File: src/rtl/mips_mem_pkg.sv
// Shared definitions for the load/store unit: op codes, FSM states, default memory depth.
package mips_mem_pkg;

    localparam int unsigned DEFAULT_DEPTH_WORDS = 32;

    typedef enum logic [2:0] {
        OpLw  = 3'b000,
        OpLh  = 3'b001,
        OpLhu = 3'b010,
        OpLb  = 3'b011,
        OpLbu = 3'b100,
        OpSw  = 3'b101,
        OpSh  = 3'b110,
        OpSb  = 3'b111
    } op_e;

    typedef enum logic [2:0] {
        StIdle  = 3'b000,
        StRead  = 3'b001,
        StWrite = 3'b010,
        StDone  = 3'b011,
        StFault = 3'b100
    } state_e;

    // Loads are the five lowest encodings.
    function automatic logic is_load(input op_e op);
        return (op == OpLw) || (op == OpLh) || (op == OpLhu) ||
               (op == OpLb) || (op == OpLbu);
    endfunction

    // Words need a 4-byte boundary, halfwords a 2-byte boundary, bytes are always aligned.
    function automatic logic is_misaligned(input op_e op, input logic [1:0] addr_lo);
        logic mis;
        mis = 1'b0;
        if ((op == OpLw) || (op == OpSw)) begin
            mis = (addr_lo != 2'b00);
        end else if ((op == OpLh) || (op == OpLhu) || (op == OpSh)) begin
            mis = addr_lo[0];
        end
        return mis;
    endfunction

endpackage

File: src/rtl/byte_lane_align.sv
// Little-endian lane extraction with sign/zero extension for loads, and lane merge for stores.
module byte_lane_align
    import mips_mem_pkg::*;
(
    input  op_e         op_i,
    input  logic [1:0]  byte_off_i,
    input  logic [31:0] rdata_i,
    input  logic [31:0] wdata_i,
    output logic [31:0] load_data_o,
    output logic [31:0] store_data_o
);

    logic [7:0]  lane_byte;
    logic [15:0] lane_half;

    // Pick the addressed byte and halfword out of the memory word.
    always_comb begin
        lane_byte = rdata_i[7:0];
        unique case (byte_off_i)
            2'd0: lane_byte = rdata_i[7:0];
            2'd1: lane_byte = rdata_i[15:8];
            2'd2: lane_byte = rdata_i[23:16];
            2'd3: lane_byte = rdata_i[31:24];
            default: lane_byte = rdata_i[7:0];
        endcase
        lane_half = byte_off_i[1] ? rdata_i[31:16] : rdata_i[15:0];
    end

    // Extend the selected lane to a full load result.
    always_comb begin
        load_data_o = rdata_i;
        case (op_i)
            OpLh:    load_data_o = {{16{lane_half[15]}}, lane_half};
            OpLhu:   load_data_o = {16'h0000, lane_half};
            OpLb:    load_data_o = {{24{lane_byte[7]}}, lane_byte};
            OpLbu:   load_data_o = {24'h000000, lane_byte};
            default: load_data_o = rdata_i;
        endcase
    end

    // Merge store data into the read word, leaving untouched lanes intact.
    always_comb begin
        store_data_o = wdata_i;
        case (op_i)
            OpSh: begin
                store_data_o = byte_off_i[1] ? {wdata_i[15:0], rdata_i[15:0]}
                                             : {rdata_i[31:16], wdata_i[15:0]};
            end
            OpSb: begin
                store_data_o = rdata_i;
                unique case (byte_off_i)
                    2'd0: store_data_o[7:0]   = wdata_i[7:0];
                    2'd1: store_data_o[15:8]  = wdata_i[7:0];
                    2'd2: store_data_o[23:16] = wdata_i[7:0];
                    2'd3: store_data_o[31:24] = wdata_i[7:0];
                    default: store_data_o = rdata_i;
                endcase
            end
            default: store_data_o = wdata_i;
        endcase
    end

endmodule

File: src/rtl/load_store_unit.sv
// Load/store unit: one access at a time to a word-addressed memory, with sub-word
// loads/stores (read-modify-write for SH/SB) and alignment/range fault reporting.
module load_store_unit
    import mips_mem_pkg::*;
#(
    parameter int unsigned DEPTH_WORDS = DEFAULT_DEPTH_WORDS
) (
    input  logic        Clk,
    input  logic        Reset,
    input  logic        Req,
    input  logic [2:0]  Op,
    input  logic [31:0] Addr,
    input  logic [31:0] WData,
    output logic        Ready,
    output logic        Done,
    output logic [31:0] RData,
    output logic        Misaligned,
    output logic        OutOfRange,
    output logic [31:0] Mem_Adress,
    output logic [31:0] Mem_Write_Data,
    output logic        MemWrite,
    output logic        MemRead,
    input  logic [31:0] Mem_Read_Data
);

    state_e      state_q;
    op_e         op_q;
    logic [1:0]  byte_off_q;
    logic [31:0] wdata_q;
    logic        ready_q;
    logic        done_q;
    logic        misaligned_q;
    logic        out_of_range_q;
    logic        mem_read_q;
    logic        mem_write_q;
    logic [31:0] mem_addr_q;
    logic [31:0] mem_wdata_q;
    logic [31:0] rdata_q;

    op_e         req_op;
    logic        req_misaligned;
    logic        req_out_of_range;
    logic [31:0] load_data;
    logic [31:0] store_data;

    // Classify the incoming request before it is accepted.
    always_comb begin
        req_op           = op_e'(Op);
        req_misaligned   = is_misaligned(req_op, Addr[1:0]);
        req_out_of_range = ({2'b00, Addr[31:2]} >= DEPTH_WORDS);
    end

    byte_lane_align u_align (
        .op_i         (op_q),
        .byte_off_i   (byte_off_q),
        .rdata_i      (Mem_Read_Data),
        .wdata_i      (wdata_q),
        .load_data_o  (load_data),
        .store_data_o (store_data)
    );

    // Access sequencer; every handshake and memory strobe is a registered output.
    always_ff @(posedge Clk or posedge Reset) begin
        if (Reset) begin
            state_q        <= StIdle;
            op_q           <= OpLw;
            byte_off_q     <= 2'b00;
            wdata_q        <= 32'h0;
            ready_q        <= 1'b1;
            done_q         <= 1'b0;
            misaligned_q   <= 1'b0;
            out_of_range_q <= 1'b0;
            mem_read_q     <= 1'b0;
            mem_write_q    <= 1'b0;
            mem_addr_q     <= 32'h0;
            mem_wdata_q    <= 32'h0;
            rdata_q        <= 32'h0;
        end else begin
            // Pulses default low and are re-asserted only by the state that owns them.
            done_q         <= 1'b0;
            misaligned_q   <= 1'b0;
            out_of_range_q <= 1'b0;
            mem_read_q     <= 1'b0;
            mem_write_q    <= 1'b0;
            case (state_q)
                StIdle: begin
                    if (Req) begin
                        op_q       <= req_op;
                        byte_off_q <= Addr[1:0];
                        wdata_q    <= WData;
                        mem_addr_q <= {2'b00, Addr[31:2]};
                        ready_q    <= 1'b0;
                        if (req_misaligned) begin
                            state_q      <= StFault;
                            misaligned_q <= 1'b1;
                            done_q       <= 1'b1;
                        end else if (req_out_of_range) begin
                            state_q        <= StFault;
                            out_of_range_q <= 1'b1;
                            done_q         <= 1'b1;
                        end else if (req_op == OpSw) begin
                            state_q     <= StWrite;
                            mem_wdata_q <= WData;
                            mem_write_q <= 1'b1;
                        end else begin
                            // Loads and sub-word stores both start with a read.
                            state_q    <= StRead;
                            mem_read_q <= 1'b1;
                        end
                    end
                end
                StRead: begin
                    if (is_load(op_q)) begin
                        rdata_q <= load_data;
                        state_q <= StDone;
                        done_q  <= 1'b1;
                    end else begin
                        mem_wdata_q <= store_data;
                        state_q     <= StWrite;
                        mem_write_q <= 1'b1;
                    end
                end
                StWrite: begin
                    state_q <= StDone;
                    done_q  <= 1'b1;
                end
                default: begin
                    // StDone / StFault: one cycle, then back to accepting.
                    state_q <= StIdle;
                    ready_q <= 1'b1;
                end
            endcase
        end
    end

    assign Ready          = ready_q;
    assign Done           = done_q;
    assign RData          = rdata_q;
    assign Misaligned     = misaligned_q;
    assign OutOfRange     = out_of_range_q;
    assign Mem_Adress     = mem_addr_q;
    assign Mem_Write_Data = mem_wdata_q;
    assign MemWrite       = mem_write_q;
    assign MemRead        = mem_read_q;

endmodule

File: config.mk
export PLATFORM = sky130hd
export DESIGN_NAME = load_store_unit
export DESIGN_NICKNAME = d
export VERILOG_FILES = /design/src/rtl/mips_mem_pkg.sv /design/src/rtl/byte_lane_align.sv /design/src/rtl/load_store_unit.sv
export SDC_FILE = /design/constraint.sdc
export NUM_CORES = 1
export LEC_CHECK = 0
export ABC_AREA = 0
export CAP_MARGIN = 15
export CORE_MARGIN = 4
export CORE_UTILIZATION = 53
export CTS_CLUSTER_SIZE = 28
export DETAILED_ROUTE_END_ITERATION = 16
export MAX_ROUTING_LAYER = met4
export PLACE_DENSITY = 0.87
export SLEW_MARGIN = 25
export SYNTH_ARGS = -nofsm -noshare
export SYNTH_HDL_FRONTEND = slang
export SYNTH_HIERARCHICAL = 1
export SYNTH_SLANG_ARGS = --single-unit
File: constraint.sdc
create_clock -name Clk -period 9.41 [get_ports Clk]
set_input_delay 2.3525 -clock Clk [delete_from_list [all_inputs] [get_ports Clk]]
set_output_delay 2.3525 -clock Clk [all_outputs]
set_load 0.005 [all_outputs]
==> summary.md <==
| Metric | Value |
|---|---|
| Status | `finished clean` |
| Nets | `1,069` |
| Skew final | `0.00499 ns` |
| Most frequent cell after synthesis | `nand2_1` |
| Hold Path Origin | `Mem_Adress[29]` |
| R2R cell count | `6` |
| DR iter-0 viols | `800` |
| DR pass1 iterations | `7` |
| PostCTS Resize Cnt | `0` |
| Area Overhead vs Synth | `34.0%` |
| Number of synthesized flops with an enable pin | `0` |
| RSZ-0062 raised after global routing | `false` |
| Clk_lat worst skew | `about 0.42 ns` |
| Setup TNS | `0 ns` |
| Met2 GRT Util | `45.2%` |
| Routed WL | `23,300 microns` |
| LEAKAGE | `4.77 nW` |
| WP data arrival | `around 4.8 ns` |
| Critical path type | `primary input to register` |
| Core ar. | `about 14,000 sq um` |
| Worst hold path endpoint | `Mem_Adress[29]` |
| DP Wirelength | `approximately 16,000 microns` |
| Gpl congestion | `0.928` |
| Slew Viols, Final | `0` |
| Synthesized area per cell | `9.69 sq um` |
| Synth area leaders | `dfrtp_1, nand2_1, mux2_2, mux2_4, nand4_2` |
| Antenna violations before repair | `0` |
| Seq cells post-synth | `140` |
| Worst Tran Pin Value | `0.988 ns` |
| Post-DRT Antenna Nets | `0` |
| Startpoint Class | `primary input` |
| Main synth FF type | `dfrtp_1` |
| GRT met3 Usage | `slightly below 7%` |
| PortBufs | `201` |
| CTS tree | `done` |
| Largest net degree at the start of global routing | `77` |
| Die Span Y | `129 microns` |
| Post-synth top cells | `nand2_1, dfrtp_1, mux2_2, mux2_4, clkbuf_1` |
| Vias in the first global route | `6,672` |
| Crit. End Element | `register` |
| Postcts setup bufs | `0` |
| Reg2Reg Setup Slack | `6.52 ns` |
| Post-synthesis sequential area ratio | `45.5%` |
| GRT Residual Overflow | `0` |
| First-pass GRT wire length | `35,700 microns` |
| Root buf cell | `clkbuf_16` |
| Vias | `6,732` |
| Post-CTS Hold Buffers | `0` |
| F_max | `0.222 GHz` |
| Top-area cell type share of the netlist area | `between 40% and 50%` |
| Yosys Warn Count | `6` |
| CTS clk-pin slew, worst paths | `0.06 ns` |
| Die span in x | `129 microns` |
| Share of the clock period used by the worst path | `47.9%` |
| Yosys top cell by area | `dfrtp_1` |
| Layout fillers | `1,001` |
| Clk buf depth | `2` |
| Pwr dens | `roughly 170 nW/um^2` |
| Hold Path Cell Cnt | `2` |
| Synth async-reset ratio | `100%` |
| WP data required | `9.72 ns` |
| Slew headroom | `32.2%` |
| Hold/Removal Path Class | `register to register` |
| Post-route cell area | `10,300 sq um` |
| Share of layout cells above drive strength 1 | `~17%` |
| Worst R2R Start | `op_q[2]` |
| Initial core utilization | `54.9%` |
| Met1 usage | `38.3%` |
| Final Hold Viols | `0` |
| Ant. Diodes | `0` |
| Max-cap violations | `0` |
| CTS Buf Count | `17` |
| Aggregate global-route resource usage | `~29%` |
| Netlist cell types | `59` |
| Maximum VDD drop | `between 0.1 and 0.15 mV` |
| Worst R2R End | `Mem_Write_Data[11]` |
| Critical Path Fanout Max | `71` |
| Endpoints failing setup | `0` |
| Site Rows | `43` |
| Syn Std Cell Area | `7700 sq um` |
| Drt wl/cell | `20.1 microns` |
| Top Usage Layer GRT | `met2` |
| Via density | `5.81` |
| CTS sink count | `140` |
| Die area | `16,500 sq um` |
| IO Pins | `204` |
| DRC errors left | `0` |
| Cell count after synthesis | `795` |
| DP Area | `roughly 9700 sq um` |
| H-tree Lvls | `4` |
| Min Tclk post-route | `4.51 ns` |
[sequential cells by signal, indices dropped and copies added (netlist names), 2 cells and up]
signal and cells:
RData 32, byte_off_q 2, state_q 3, op_q 3, Mem_Adress 30, wdata_q 32, Mem_Write_Data 32
[power by group]
part | total, mW | switching, mW | leakage [nW] | internal (mW)
registers | 0.694 | 0.0468 | 1.76 | 0.647
logic | 0.367 | 0.192 | 2.73 | 0.175
clock network | 0.687 | 0.251 | 0.284 | 0.436
[metrics by stage]
stage | instances | utilization, % | worst slack [ns] | hold WS (ns) | power [mW]
floorplan | 796 | - | 3.31 | 0.446 | 0.899
global placement | 1128 | 69.2 | 4.45 | 0.457 | 1.05
detailed placement | 1128 | 69.2 | 4.43 | 0.462 | 1.06
CTS | 1159 | 73.5 | 4.85 | 0.476 | 1.75
global route | 1159 | 73.5 | 4.71 | 0.496 | 1.81
finish | 1159 | 73.5 | 4.90 | 0.473 | 1.75
[final cells by class]
| class | instances | area, sq um | share of cell area, % |
|---|---|---|---|
| clock buffer | 25 | 485 | 4.70 |
| sequential | 140 | 3500 | 34.0 |
| timing repair buffer | 210 | 2080 | 20.2 |
| multi-input combinational | 578 | 3830 | 37.2 |
| inverter | 20 | 80.1 | 0.776 |
| tap | 180 | 225 | 2.18 |
| clock inverter | 6 | 110 | 1.07 |
[cell families (layout without fill, tap and decap cells)]
family	Yosys count	in the layout	share of synthesized area [%]
simple gates	353	353	20.9
flops	140	140	45.5
mux	116	116	18.2
compound gates	105	105	10.0
buf+inv	78	261	4.99
fa+ha+maj	1	1	0.146
other cells	1	2	0.0487
xor+xnor	1	1	0.114
[cells in the final DEF (no fill, tap or decap), types with 3 or more instances in the layout]
master	n
a2bb2oi_1	7
dfrtp_1	139
a221oi_1	4
o22ai_1	7
a21oi_1	11
nand2b_1	6
nor2_1	18
nand2_1	266
o21a_1	3
nor4_1	6
clkdlybuf4s50_1	201
buf_4	9
clkbuf_16	17
mux2_4	29
and2_1	5
a22oi_1	6
a211oi_1	4
clkbuf_8	3
o211ai_1	12
nand4_2	15
inv_1	18
mux2_2	68
a222oi_1	11
nand3b_1	3
o21ai_0	19
o31ai_1	6
clkbuf_1	5
nand2_2	6
bufinv_16	3
nor2b_1	8
mux2i_1	17
nor3_1	4
a22o_1	4
nand3_1	3
[worst max-delay path, cell delays in order]
cell,delay (ns)
clkdlybuf4s50_1,0.49
nand2_2,0.08
buf_4,0.59
nor2_1,0.19
a22oi_4,0.16
buf_4,0.51
mux2_2,0.40
[worst max path at each step]
stage                           start            endpoint  slack (ns)  cells after the start
floorplan                       Reset                Done        3.31                      1
global placement    Mem_Read_Data[31]           RData[15]        4.45                      5
detailed placement            Addr[7]  Mem_Write_Data[22]        4.43                      7
CTS                           Addr[7]  Mem_Write_Data[13]        4.85                      7
global route                      Req   Mem_Write_Data[9]        4.71                      7
finish                            Req   Mem_Write_Data[9]        4.90                      7
[metal layers]
layer / share of wire [%] / wire length [microns]
met3: 10 / 2330
met1: 41 / 9560
met2: 48 / 11100
met4: 1.3 / 314
met5: 0 / 0
(Power assumes the default switching activity.)
